`src/rtl/delta_pkg.sv`:
```
// Shared constants, types and step-adaptation rules for the delta-modulation codec.
// The DeltaADC encoder imports this same package so both ends adapt the step identically.
package delta_pkg;

    localparam int W        = 8;
    localparam int STEP_MIN = 1;
    localparam int STEP_MAX = 32;
    localparam int RUN_LEN  = 3;
    localparam int FILL_W   = $clog2(RUN_LEN + 1);

    typedef logic [W-1:0]       sample_t;
    typedef logic [RUN_LEN-1:0] hist_t;
    typedef logic [FILL_W-1:0]  fill_t;

    localparam sample_t MIDSCALE   = sample_t'(1 << (W - 1));
    localparam sample_t STEP_MIN_S = sample_t'(STEP_MIN);
    localparam sample_t STEP_MAX_S = sample_t'(STEP_MAX);
    localparam fill_t   FILL_FULL  = fill_t'(RUN_LEN);

    // A run only counts once the history holds RUN_LEN real bits, not reset zeros.
    function automatic logic run_detected(input hist_t h, input fill_t f);
        return (f == FILL_FULL) && ((h == '1) || (h == '0));
    endfunction

    function automatic sample_t step_double(input sample_t s);
        logic [W:0] d;
        d = {s, 1'b0};
        return (d > {1'b0, STEP_MAX_S}) ? STEP_MAX_S : d[W-1:0];
    endfunction

    function automatic sample_t step_halve(input sample_t s);
        sample_t h;
        h = s >> 1;
        return (h < STEP_MIN_S) ? STEP_MIN_S : h;
    endfunction

    // Step for the bit being accepted, given the already-updated history and fill.
    function automatic sample_t next_step(input logic adaptive, input hist_t h,
                                          input fill_t f, input sample_t s);
        if (!adaptive)
            return STEP_MIN_S;
        else if (run_detected(h, f))
            return step_double(s);
        else
            return step_halve(s);
    endfunction

endpackage

```
`src/rtl/delta_pwm.sv`:
```
// PWM renderer: free-running counter, duty latched only at counter wrap so a
// period is never torn, and a registered comparator output.
module delta_pwm #(
    parameter int W = 8
) (
    input  logic         clk,
    input  logic         rst,
    input  logic [W-1:0] level,
    output logic         pwm
);

    logic [W-1:0] pcnt_reg;
    logic [W-1:0] duty_reg;
    logic         pwm_reg;

    always_ff @(posedge clk or posedge rst) begin
        if (rst) begin
            pcnt_reg <= '0;
            duty_reg <= W'(1 << (W - 1));
            pwm_reg  <= 1'b0;
        end else begin
            pcnt_reg <= pcnt_reg + W'(1);
            if (pcnt_reg == '1)
                duty_reg <= level;
            pwm_reg <= (pcnt_reg < duty_reg);
        end
    end

    assign pwm = pwm_reg;

endmodule

```
`src/rtl/delta_demod.sv`:
```
// Delta-modulation decoder: integrates a 1-bit up/down stream with a fixed or
// CVSD-style adaptive step into a clamped W-bit sample, rendered as PWM.
module delta_demod
    import delta_pkg::*;
(
    input  logic         clk,
    input  logic         rst,
    input  logic         en,
    input  logic         bit_in,
    input  logic         bit_valid,
    input  logic         adaptive,
    input  logic         sat_clr,
    output logic [W-1:0] sample_out,
    output logic         sample_valid,
    output logic [W-1:0] step_out,
    output logic         sat_flag,
    output logic         pwm_out
);

    sample_t    value_reg, value_next;
    sample_t    step_reg,  step_next;
    hist_t      hist_reg,  hist_next;
    fill_t      fill_reg,  fill_next;
    logic       valid_reg, valid_next;
    logic       sat_reg,   sat_next;
    logic       accept;
    logic       clamp;
    logic [W:0] sum;

    assign accept = en & bit_valid;

    always_comb begin
        value_next = value_reg;
        step_next  = step_reg;
        hist_next  = hist_reg;
        fill_next  = fill_reg;
        valid_next = 1'b0;
        clamp      = 1'b0;
        sum        = '0;
        if (accept) begin
            hist_next = {hist_reg[RUN_LEN-2:0], bit_in};
            fill_next = (fill_reg == FILL_FULL) ? FILL_FULL : fill_reg + fill_t'(1);
            step_next = next_step(adaptive, hist_next, fill_next, step_reg);
            // Bit W is the carry on the way up and the borrow on the way down.
            if (bit_in)
                sum = {1'b0, value_reg} + {1'b0, step_next};
            else
                sum = {1'b0, value_reg} - {1'b0, step_next};
            clamp      = sum[W];
            value_next = clamp ? (bit_in ? '1 : '0) : sum[W-1:0];
            valid_next = 1'b1;
        end
        // A clamp in the same cycle as a clear leaves the flag set.
        sat_next = clamp | (sat_reg & ~sat_clr);
    end

    always_ff @(posedge clk or posedge rst) begin
        if (rst) begin
            value_reg <= MIDSCALE;
            step_reg  <= STEP_MIN_S;
            hist_reg  <= '0;
            fill_reg  <= '0;
            valid_reg <= 1'b0;
            sat_reg   <= 1'b0;
        end else begin
            value_reg <= value_next;
            step_reg  <= step_next;
            hist_reg  <= hist_next;
            fill_reg  <= fill_next;
            valid_reg <= valid_next;
            sat_reg   <= sat_next;
        end
    end

    delta_pwm #(.W(W)) u_pwm (
        .clk   (clk),
        .rst   (rst),
        .level (value_reg),
        .pwm   (pwm_out)
    );

    assign sample_out   = value_reg;
    assign sample_valid = valid_reg;
    assign step_out     = step_reg;
    assign sat_flag     = sat_reg;

endmodule

```
`config.mk`:
```
export PLATFORM = sky130hd
export DESIGN_NAME = delta_demod
export DESIGN_NICKNAME = d
export VERILOG_FILES = /design/src/rtl/delta_pkg.sv /design/src/rtl/delta_pwm.sv /design/src/rtl/delta_demod.sv
export SDC_FILE = /design/constraint.sdc
export NUM_CORES = 1
export LEC_CHECK = 0
export ABC_AREA = 1
export CAP_MARGIN = 20
export CORE_MARGIN = 5
export CORE_UTILIZATION = 56
export CTS_CLUSTER_DIAMETER = 60
export DETAILED_ROUTE_END_ITERATION = 6
export PLACE_DENSITY_LB_ADDON = 0.3
export SETUP_SLACK_MARGIN = 0.1
export SLEW_MARGIN = 10
export SYNTH_ARGS = -nofsm -noshare
export SYNTH_HDL_FRONTEND = slang
export SYNTH_HIERARCHICAL = 1
export SYNTH_SLANG_ARGS = --single-unit
export TNS_END_PERCENT = 10
```
`constraint.sdc`:
```
create_clock -name clk -period 3.7 [get_ports clk]
set_input_delay 0.74 -clock clk [delete_from_list [all_inputs] [get_ports clk]]
set_output_delay 0.74 -clock clk [all_outputs]
set_load 0.05 [all_outputs]
```
* Word level (Yosys, flattened, before mapping) *
Index checks and enable logic that the tools add are counted.

word-level totals
  register bits after elaboration = 39
  latch bits = 0
  memory bits (writable) = 0
  ROM bits = 0
  bits of input ports = 7
  output and inout bits = 19
  word-level logic and storage cells = 39
  memories = 0

cells by class
  add/sub/neg operators = 4
  multiply operators = 0
  div/mod/pow operators = 0
  $lt $le $gt $ge = 3
  eq/ne operators = 4
  shift-type cells = 0
  mux-type cells = 12
  bitwise operators = 4
  reduce and logical (&&, ||, !) cells = 3

operators with widths
  kind                                                         count
  two-way mux 8 bit                                            6
  two-way mux 9 bit                                            2
  adder 8 x 8 -> 9 bit                                         1
  > comparator 9 x 6 -> 1 bit (second input constant)          1
  subtractor 8 x 8 -> 9 bit                                    1
  adder 8 x 1 -> 8 bit (second input constant)                 1
  == test 8 bit (second input constant)                        1
  less-than comparator 8 bit                                   1
  less-than comparator 7 x 1 -> 1 bit (second input constant)  1
  two-way mux 7 bit                                            1
  == test 2 bit (second input constant)                        2
  == test 3 bit (second input constant)                        1
  logical NOT 3 bit                                            1
  adder 2 x 1 -> 2 bit (second input constant)                 1
  AND 1 bit                                                    2
  two-way mux 1 bit                                            2
  two-way mux 2 bit                                            1
  logical AND 1 bit                                            1
  logical OR 1 bit                                             1
  inverter 1 bit                                               1
  OR 1 bit                                                     1

* Depth between registers and ports, before layout *
  depth in word-level cells = 12
  depth in mapped cells = 22
  gate-level depth less buffers = 22

* By module *
The synthesis kept the hierarchy.

by module, submodules not included
  module       instances  cells an instance  area each (um^2)  seq. area each (um^2)
  delta_demod  1          200                1525.2            553.0
  delta_pwm    1          95                 904.6             426.7

* Least setup slack after synthesis *
No wires, ideal clock.

  path type = register to register
  start point = reg step_reg[6] (netlist: step_out[6])
  end point = reg value_reg[0] (netlist: sample_out[0])
  library setup time = 0.139 ns
  arrival time = 3.215 ns
  data required time = 3.561 ns
  slack = 0.346 ns
  cell stages (with the launch flop) = 19
  buffers on the path = 0
  clock period less this slack = 3.354 ns
  path through = dfrtp_1 -> inv_1 -> nand2_1 -> nor2_1 -> nand2_1 -> o21bai_1 -> nand2_1 -> nand2_1 -> inv_2 -> ha_1 -> nand2_1 -> o21ai_0 -> fa_1 -> nand3_1 -> nand3_1 -> a31oi_1 -> inv_2 -> a21oi_1 -> a21oi_1

between the ends
  cells in the longest elaborated chain, start to end = 9
  elaborated cells between the ends (all ways) = 12
  those cells by class = add/sub: 2; order compare: 2; mux: 8

ends and longest elaborated chain
  what                                                                                       RTL line                              RTL
  start, declared                                                                            delta_demod.sv:21                     sample_t step_reg, step_next;
  start signal, assigned                                                                     delta_demod.sv:67                     step_reg <= step_next;
  > comparator 9 x 6 -> 1 bit / less-than comparator 7 x 1 -> 1 bit (equally long branches)  delta_pkg.sv:28, delta_pkg.sv:34
  two-way mux 8 bit / two-way mux 7 bit (equally long branches)                              delta_pkg.sv:28, delta_pkg.sv:34
  two-way mux 8 bit *                                                                        delta_pkg.sv:42                       else if (run_detected(h, f))
  two-way mux 8 bit *                                                                        delta_pkg.sv:40                       if (!adaptive)
  two-way mux 8 bit *                                                                        delta_demod.sv:40                     if (accept) begin
  subtractor 8 x 8 -> 9 bit / adder 8 x 8 -> 9 bit (equally long branches)                   delta_demod.sv:48, delta_demod.sv:46
  two-way mux 9 bit *                                                                        delta_demod.sv:45                     if (bit_in)
  two-way mux 9 bit *                                                                        delta_demod.sv:40
  two-way mux 8 bit *                                                                        delta_demod.sv:50                     value_next = clamp ? (bit_in ? '1 : '0) : sum[W-1:0];
  end signal, assigned                                                                       delta_demod.sv:66                     value_reg <= value_next;
  end, declared                                                                              delta_demod.sv:20                     sample_t value_reg, value_next;

Mark *: on every way between the ends. The rest lies on a longest branch, timed or not. The select of a mux whose other input is x is not followed.
A chain may end at the register's enable or synchronous reset.

* Worst setup path in the final report *
  start point = in bit_in
  end point = reg value_reg[0] (netlist: sample_out[0])

between the ends
  cells in the longest elaborated chain, start to end = 10
  elaborated cells between the ends (all ways) = 13
  those cells by class = add/sub: 2; eq/ne: 1; mux: 7; reduce/logical: 3

ends and longest elaborated chain
  what                                                                      RTL line                              RTL
  start, declared                                                           delta_demod.sv:9                      input logic bit_in,
  == test 3 bit / logical NOT 3 bit (equally long branches)                 delta_pkg.sv:22                       return (f == FILL_FULL) && ((h == '1) || (h == '0));
  logical OR 1 bit                                                          delta_pkg.sv:22
  logical AND 1 bit                                                         delta_pkg.sv:22
  two-way mux 8 bit                                                         delta_pkg.sv:42
  two-way mux 8 bit                                                         delta_pkg.sv:40
  two-way mux 8 bit                                                         delta_demod.sv:40
  subtractor 8 x 8 -> 9 bit / adder 8 x 8 -> 9 bit (equally long branches)  delta_demod.sv:48, delta_demod.sv:46
  two-way mux 9 bit                                                         delta_demod.sv:45
  two-way mux 9 bit                                                         delta_demod.sv:40
  two-way mux 8 bit *                                                       delta_demod.sv:50

Marks and branches as above.

==> qor.csv <==
stage,metric,value,unit
drt,routed vias/inst,5.23,
pwr,P_leak,1.52,nW
synthesis,ys flop type,dfrtp_1,
floorplan,chip width,75.9,um
synthesis,Mapped Nets,320,
place,dpl cell area,2930,um^2
worst_setup_path,critical path startpoint category,input pin,
synthesis,syn avg cell area,8.24,um^2
status,status,completed,
clock_tree,root buffer cell,clkbuf_8,
finish,final core occ,71.8,%
clock_tree,CTS tree,done,
worst_setup_path,"most used cell, CP",nand2_1,
sta,period utilization,92.5,%
synthesis,yosys warns,6,
synthesis,synthesized instance count,295,
place,port buffer count,25,
synthesis,post-synthesis adder-cell area fraction,9.58,%
clock_tree,clock sinks,39,
grt,largest net degree at the start of global routing,23,
floorplan,core area,4290,um^2
grt,vias in the first global route,2012,
worst_setup_path,CP endpoint kind,register,
drt,DR WL/cell,13.1,um
floorplan,Die H,75.9,um
drt,DR pass1 iterations,4,
sta,setup violators final,0,
hold_path,Worst Hold Class,reg2reg,
sta,Slew Limit Headroom,41.5,%
sta,RSZ-0062 raised after global routing,no,
clock_tree,H-tree levels,2,
drt,DRC,0,
synthesis,number of synthesized flops with an enable pin,0,
job,max-cap violations,0,
worst_setup_path,peak per-stage delay on the critical path,500,ps
drt,final wirelength,5330,um
grt,gr usage total,20.2,%
sta,final hold viol count,0,
synthesis,Post-Synth XOR/XNOR Area,5.41,%
place,DP HPWL,4000,um
grt,global-route wire length before repair,8640,um
synthesis,ys async rst share,100,%
clock_tree,clk_lat worst skew,290,ps
clock_tree,CTS Hold Buffers Added,0,
synthesis,"Seq/Total Area, Yosys",40.3,%
floorplan,# IOs,26,
synthesis,Synth area leader,dfrtp_1,
sta,Max Slew Vio Count,0,
sta,Final Critical Period,3420,ps
floorplan,Initial Utilization,56.6,%
drt,DR iter-0 viols,132,
synthesis,distinct cell type count after synthesis,33,
sta,Slew @ Worst Pin,877,ps
synthesis,largest family of logic cells by synthesized area,simple AND/OR/NAND/NOR gates,
finish,share of cells above drive strength 1,22.0,%
synthesis,Synth Area in Simple Gates,24.8,%
drt,via count,2125,
clock_tree,clk slew on worst S/H paths,80,ps
worst_setup_path,Worst Path Required,3880,ps
worst_setup_path,crit-path cells,"clkdlybuf4s50_1, nand2_1, nand2_1, nand3_2, inv_4, buf_4, nand2_2, nand3_2, nand2_1, or2_1, nor3b_2, nor2_1, ha_1, a21oi_1, o21ai_1, a31oi_2, buf_4, nand3_4, nand3_1, a21oi_2",
synthesis,Yosys top cell area share,37.1,%
synthesis,synthesized flop and latch total,39,
pwr,PD cells,707,nW/um^2
sta,fmax,0.292,GHz
floorplan,Cell Rows,24,
finish,"most common cell after layout, fill and taps aside",nand2_1,
synthesis,post-synthesis mux area share,0,%
clock_tree,Clock Path Buffers,2,
grt,initial antenna violation count,0,
pwr,"Power, Total",2.18,mW
worst_setup_path,largest fanout on the critical path,5,
drt,"antenna viol nets, final",0,
worst_setup_path,critical path data arrival time,3600,ps
finish,area growth from synthesis to layout,26.9,%
sta,worst clock skew,6.14,ps
finish,"Design Area, Final",3080,um^2
synthesis,mapped cell area,2430,um^2
finish,most frequent cells in the layout,"60 x nand2_1, 39 x inv_1, 36 x dfrtp_1, 28 x buf_4, 25 x clkdlybuf4s50_1",
worst_setup_path,slowest CP cell,clkdlybuf4s50_1,
worst_setup_path,WS Path Type,in2reg,
synthesis,"top cells by area, synth","dfrtp_1 37%, nand2_1 9.4%, ha_1 8.8%, inv_1 6.0%, xor2_1 4.7%",
place,RePlAce Congestion,0.923,
clock_tree,Inserted Clock Buffers,5,
grt,total global routing overflow,0,
finish,fill count,342,
floorplan,DIE AREA,5760,um^2
finish,layout net count,378,
finish,total inserted antenna cells,0,
synthesis,compound-cell area share of the yosys netlist,12.1,%
pwr,Max IR drop VDD,0.318,mV
## kinds of logic (layout without fill, tap and decap cells)
logic type	count (synthesis)	after routing
adder cells (fa/ha/maj)	18	18
AND/OR/NAND/NOR	124	125
AO/OA/AOI/OAI	51	51
XOR/XNOR	15	15
flip-flops	39	39
buffers and inverters	48	106
## layer usage
metal	share of wire (%)	global-route usage (%)	vias to the layer above
met5	0	0	-
met4	2.6	8.93	0
met3	3.4	4.35	10
met2	50	34.7	42
met1	44	24.0	1004
li1	-	-	1069
## layout make-up
class	instances	area, um^2	share of cell area (%)
multi-input combinational	209	1320	42.7
sequential	39	980	31.8
timing repair buffer	53	460	14.9
inverter	45	171	5.56
clock buffer	7	86.3	2.80
tap	52	65.1	2.11
clock inverter	1	5.00	0.162
## critical path, delay by kind of cell
family                   cells  cell delay, ps
buffers and inverters        4             900
adder cells (fa/ha/maj)      1             310
AND/OR/NAND/NOR             11            1160
AO/OA/AOI/OAI                4             500
## cell usage after synthesis (2+ instances only)
cell       n
nand2_1   61
inv_1     39
dfrtp_1   36
a21oi_1   22
nand3_1   20
nor2_1    20
ha_1      17
o21ai_0   15
xor2_1    13
nand2_2    8
o21ai_2    8
inv_2      4
nand3_2    4
dfstp_2    3
nand4_4    2
nor3_1     2
o21ai_1    2
o21bai_1   2
or2_1      2
xnor2_1    2
## per-stage QoR
step	std cells	TNS [ps]	hold slack (ps)	setup WS [ps]
after global placement	396	-760	460	-105
after floorplan	295	0	438	346
final	406	0	482	279
after global routing	406	0	504	74.5
after CTS	404	0	489	135
after detailed placement	396	-1240	468	-168
## path summary, 6_finish.rpt
| check | startpoint | to | slack [ps] | cells after the start |
|---|---|---|---|---|
| max | bit_in | sample_out[0]$_DFFE_PP0P_ | 280 | 20 |
| min | u_pwm/pcnt_reg[0]$_DFF_PP0_ | u_pwm/pcnt_reg[0]$_DFF_PP0_ | 480 | 1 |
| max reg2reg | step_out[7]$_DFFE_PP0P_ | sample_out[0]$_DFFE_PP0P_ | 560 | 21 |
| min reg2reg | u_pwm/pcnt_reg[0]$_DFF_PP0_ | u_pwm/pcnt_reg[0]$_DFF_PP0_ | 480 | 1 |
| max in group asynchronous | rst | step_out[6]$_DFFE_PP0P_ | 2150 | 2 |
| min in group asynchronous | rst | u_pwm/pcnt_reg[0]$_DFF_PP0_ | 910 | 2 |
## power by group
part	internal [mW]	switching, mW
logic	0.547	0.757
clock network	0.150	0.147
registers	0.496	0.0838
## what timing repair did
item / in CTS / in global routing
setup endpoints to repair: 0 / 9
setup buffers: 0 / 1
resized for setup: 0 / 13
Note: power is estimated with default switching activity, not from simulation.
==> edit 1 (config.mk and constraints unchanged) <==
Change the package constant `RUN_LEN` from 3 to 2.
--- a/src/rtl/delta_pkg.sv
+++ b/src/rtl/delta_pkg.sv
@@ -5,7 +5,7 @@
     localparam int W        = 8;
     localparam int STEP_MIN = 1;
     localparam int STEP_MAX = 32;
-    localparam int RUN_LEN  = 3;
+    localparam int RUN_LEN  = 2;
     localparam int FILL_W   = $clog2(RUN_LEN + 1);
 
     typedef logic [W-1:0]       sample_t;
Function: changed (Yosys sat finds a counterexample within 4 cycles, from zero or initial values and one cycle with rst high).
==> edit 1 against the original RTL <==
Wire length decreased by 3.9%. Synthesized area decreased by 2.1%. Clock power decreased by 6%. Sequential cell count decreased by 1. Setup slack improved by 0.21 ns. Count of clock-buffer cells in the layout decreased by 1. Power increased by 21%. Final cell count decreased by 4.7%. Final area decreased by 5.8%. Non-clock buffer count decreased by 12. Critical path type unchanged. Largest cell class unchanged.
==> edit 1: results (changes against the original RTL) <==
[placement]
dpl_cell_area_mm2 = 0.002785  ; -4.9%
place_inst = 378  ; -4.5%

[finish]
multi_input_gates = 205  ; -1.9%
clkCellAreaFrac = 0.02842  ; -0.001191
drive_gt1_frac = 0.1691  ; -0.05120
multi_input_area_share = 0.4345  ; +0.007765
final_cells = 387  ; -4.7%

[floorplan]
nWellTaps = 50  ; -3.8%

[pwr]
pwr-share-seq = 0.229  ; -0.037
leakage_nw = 1.427  ; -5.9%
ir_drop_uv = 533.5  ; +68%

[worst_setup_path]
critPathMaxStageDelay_ns = 0.47  ; -0.03 ns
crit_family = buffers and inverters
critPathArrivalTime_ns = 3.39  ; -0.21 ns
reg2reg_depth = 18  ; -14%
crit_start = adaptive
cp_max_fo = 8  ; +3

[synthesis]
synth_fa_ha_area_frac = 0.1030  ; +0.007272
synth_compound_area_frac = 0.1367  ; +0.01569
synth-xor-area-share = 0.05152  ; -0.002543
syn_nets = 317  ; -0.94%
synthTopCellsByCount = nand2_1 (61), inv_1 (43), dfrtp_1 (35)
synth.yosys.seq_area_share = 0.4012  ; -0.002036
synthTopCellsByArea = dfrtp_1 (37%), nand2_1 (9.6%), ha_1 (9.5%)

[routing]
vias = 2043  ; -3.9%
first_iter_violations = 99  ; -25%

[grt]
grt_max_degree = 22  ; -4.3%
grt_pass1_wl_um = 8866  ; +2.6%

[outcome]
outcome = finished clean

-- edit 1: stage by stage --
step / worst slack (ns) / setup TNS [ns] / util
floorplan: 0.2437 / 0 / -
finish: 0.4849 / 0 / 0.7160
global route: 0.2550 / 0 / 0.7160
CTS: 0.1732 / 0 / 0.7068
detailed placement: -0.1246 / -0.9536 / 0.6864
global placement: -0.03065 / -0.1982 / 0.6864
-- edit 1: worst min path at each step --
stage                                  startpoint                             to  slack (ns)  cells after the start
floorplan             u_pwm/pcnt_reg[0]$_DFF_PP0_    u_pwm/pcnt_reg[0]$_DFF_PP0_        0.44                      1
global placement      u_pwm/pcnt_reg[0]$_DFF_PP0_    u_pwm/pcnt_reg[0]$_DFF_PP0_        0.46                      1
detailed placement    u_pwm/pcnt_reg[0]$_DFF_PP0_    u_pwm/pcnt_reg[0]$_DFF_PP0_        0.47                      1
CTS                   u_pwm/pcnt_reg[0]$_DFF_PP0_    u_pwm/pcnt_reg[0]$_DFF_PP0_        0.48                      1
global route        u_pwm/duty_reg[7]$_DFFE_PP1N_  u_pwm/duty_reg[7]$_DFFE_PP1N_        0.50                      2
finish                u_pwm/pcnt_reg[0]$_DFF_PP0_    u_pwm/pcnt_reg[0]$_DFF_PP0_        0.47                      1
-- edit 1: repair_timing --
action	in CTS	in global routing
setup endpoints to repair	0	9
setup buffers	0	1
resized for setup	0	8
hold buffers	0	0
-- edit 1: per-layer routing --
layer | vias to the layer above | part of all wire | global-route usage
met5 | - | 0 | 0
met4 | 0 | 0.025 | 0.07767
met3 | 13 | 0.040 | 0.03738
met2 | 42 | 0.51 | 0.3588
met1 | 954 | 0.43 | 0.2576
li1 | 1034 | - | -
==> edit 2 (same flow settings) <==
Made on the original files. Put one more register stage on the output `sat_flag`, with the module's reset. The value now appears one clock later. The other outputs are not delayed to match.
--- a/src/rtl/delta_demod.sv
+++ b/src/rtl/delta_demod.sv
@@ -82,7 +82,13 @@
     assign sample_out   = value_reg;
     assign sample_valid = valid_reg;
     assign step_out     = step_reg;
-    assign sat_flag     = sat_reg;
+    always_ff @(posedge clk or posedge rst) begin
+        if (rst) begin
+            sat_flag <= '0;
+        end else begin
+            sat_flag <= sat_reg;
+        end
+    end
 
 endmodule
 
Function: changed (Yosys sat finds a counterexample within 10 cycles, from zero or initial values and one cycle with rst high).
==> edit 2 against the original RTL <==
Critical path depth fell by 3. Register-to-register slack got worse by 0.04 ns. Final cell count rose by 0.25%. Final area rose by 1.4%. Setup slack improved by 0.13 ns. Sequential power rose by 2%. Sequential cell count rose by 1. Power rose by 3.4%. Fmax rose by 4.1%. Synthesized area rose by 1.0%. Wire length fell by 0.23%. Largest power group unchanged.
==> edit 2: results (changes against the original RTL) <==
[synthesis]
synth.yosys.seq_area_share = 0.4093  ; +0.006084
synth-xor-area-share = 0.05352  ; -0.0005512
syn_nets = 321  ; +0.31%
synth_compound_area_frac = 0.1198  ; -0.001234
synthTopCellsByArea = dfrtp_1 (38%), nand2_1 (9.3%), ha_1 (8.7%)
synthDistinctLibCells = 33  ; unchanged
netlist_instances = 296  ; +0.34%
synth_fa_ha_area_frac = 0.09480  ; -0.0009763
synthTopCellsByCount = nand2_1 (61), inv_1 (39), dfrtp_1 (37)

[worst_setup_path]
crit_start = adaptive
crit_family = buffers and inverters
critPathMaxStageDelay_ns = 0.62  ; +0.12 ns
reg2reg_from = step_out[6]$_DFFE_PP0P_
r2r-end = sample_out[5]$_DFFE_PP0P_
cp-endpoint = sat_reg$_DFF_PP0_
cp_max_fo = 9  ; +4
critPathArrivalTime_ns = 3.50  ; -0.10 ns
r2r_setup_slack_ns = 0.52  ; -0.04 ns

[placement]
place_inst = 398  ; +0.51%
place.detailed.hpwl_um = 4018  ; +0.51%
gp_congestion = 1.017  ; +10%
post-place-ws_ns = -0.2286  ; -0.06103 ns
dpl_cell_area_mm2 = 0.002962  ; +1.1%

[sta]
timing.hold.ws_ns = 0.3949  ; -0.08697 ns
final.setup_skew_ns = 0.004233  ; -0.001905 ns
setup_slack_ns = 0.4139  ; +0.1348 ns
tightest_slew_ns = 0.8430  ; -0.03383 ns

[hold_path]
holdPathStages = 0  ; -1
min_from = sat_reg$_DFF_PP0_

[grt]
grt_pass1_wl_um = 9170  ; +6.2%
grtUsageMet2 = 0.3425  ; -0.004492
grt_usage = 0.1896  ; -0.01197
use_met1 = 0.2242  ; -0.01564
grt_use_met3 = 0.03664  ; -0.006893

[pwr]
p_sw_mw = 0.9951  ; +0.70%
p_seq_mw = 0.592  ; +2%
power.density_mw_per_mm2 = 721.2  ; +2.0%
leakage_nw = 1.547  ; +2.0%
ir_drop_uv = 400.8  ; +26%

[routing]
wl_per_cell_um = 13.06  ; -0.47%
vias = 2095  ; -1.4%
first_iter_violations = 79  ; -40%
finalWirelength_um = 5317  ; -0.23%

[finish]
drive_gt1_frac = 0.2141  ; -0.006254
fin_nets = 379  ; +0.26%
fill_cells = 313  ; -8.5%

[outcome]
outcome = finished clean

[clock_network]
clock_latency_ns = 0.29  ; about the same
cts_resized = 1  ; +1

==> edit 2: cell types whose count changed after synthesis <==
| cell | change |
|---|---|
| dfrtp_1 | +1 |
==> edit 2: routing by layer <==
layer,up-vias,routed length [um]
li1,1074,-
met2,38,2861
met1,972,2199
met4,0,101
met3,11,154
met5,-,0
==> edit 2: cells by family (layout without fill, tap and decap cells) <==
| group | count (synthesis) | in the layout |
|---|---|---|
| and+or+nand+nor | 124 | 124 |
| AOI/OAI and AO/OA | 51 | 51 |
| buffers and inverters | 48 | 107 |
| xor gates and xnor gates | 15 | 15 |
| DFF | 40 | 40 |
| adders and majority gates | 18 | 18 |
==> edit 2: cell type report <==
cell class                      instances  area (um^2)  area share
Tap cell                               52        65.06     0.02081
Multi-Input combinational cell        208         1304      0.4170
Clock inverter                          3        42.54     0.01361
Inverter                               45        171.4     0.05482
Timing Repair Buffer                   54        470.5      0.1505
Sequential cell                        40         1005      0.3213
Clock buffer                            5        68.82     0.02201
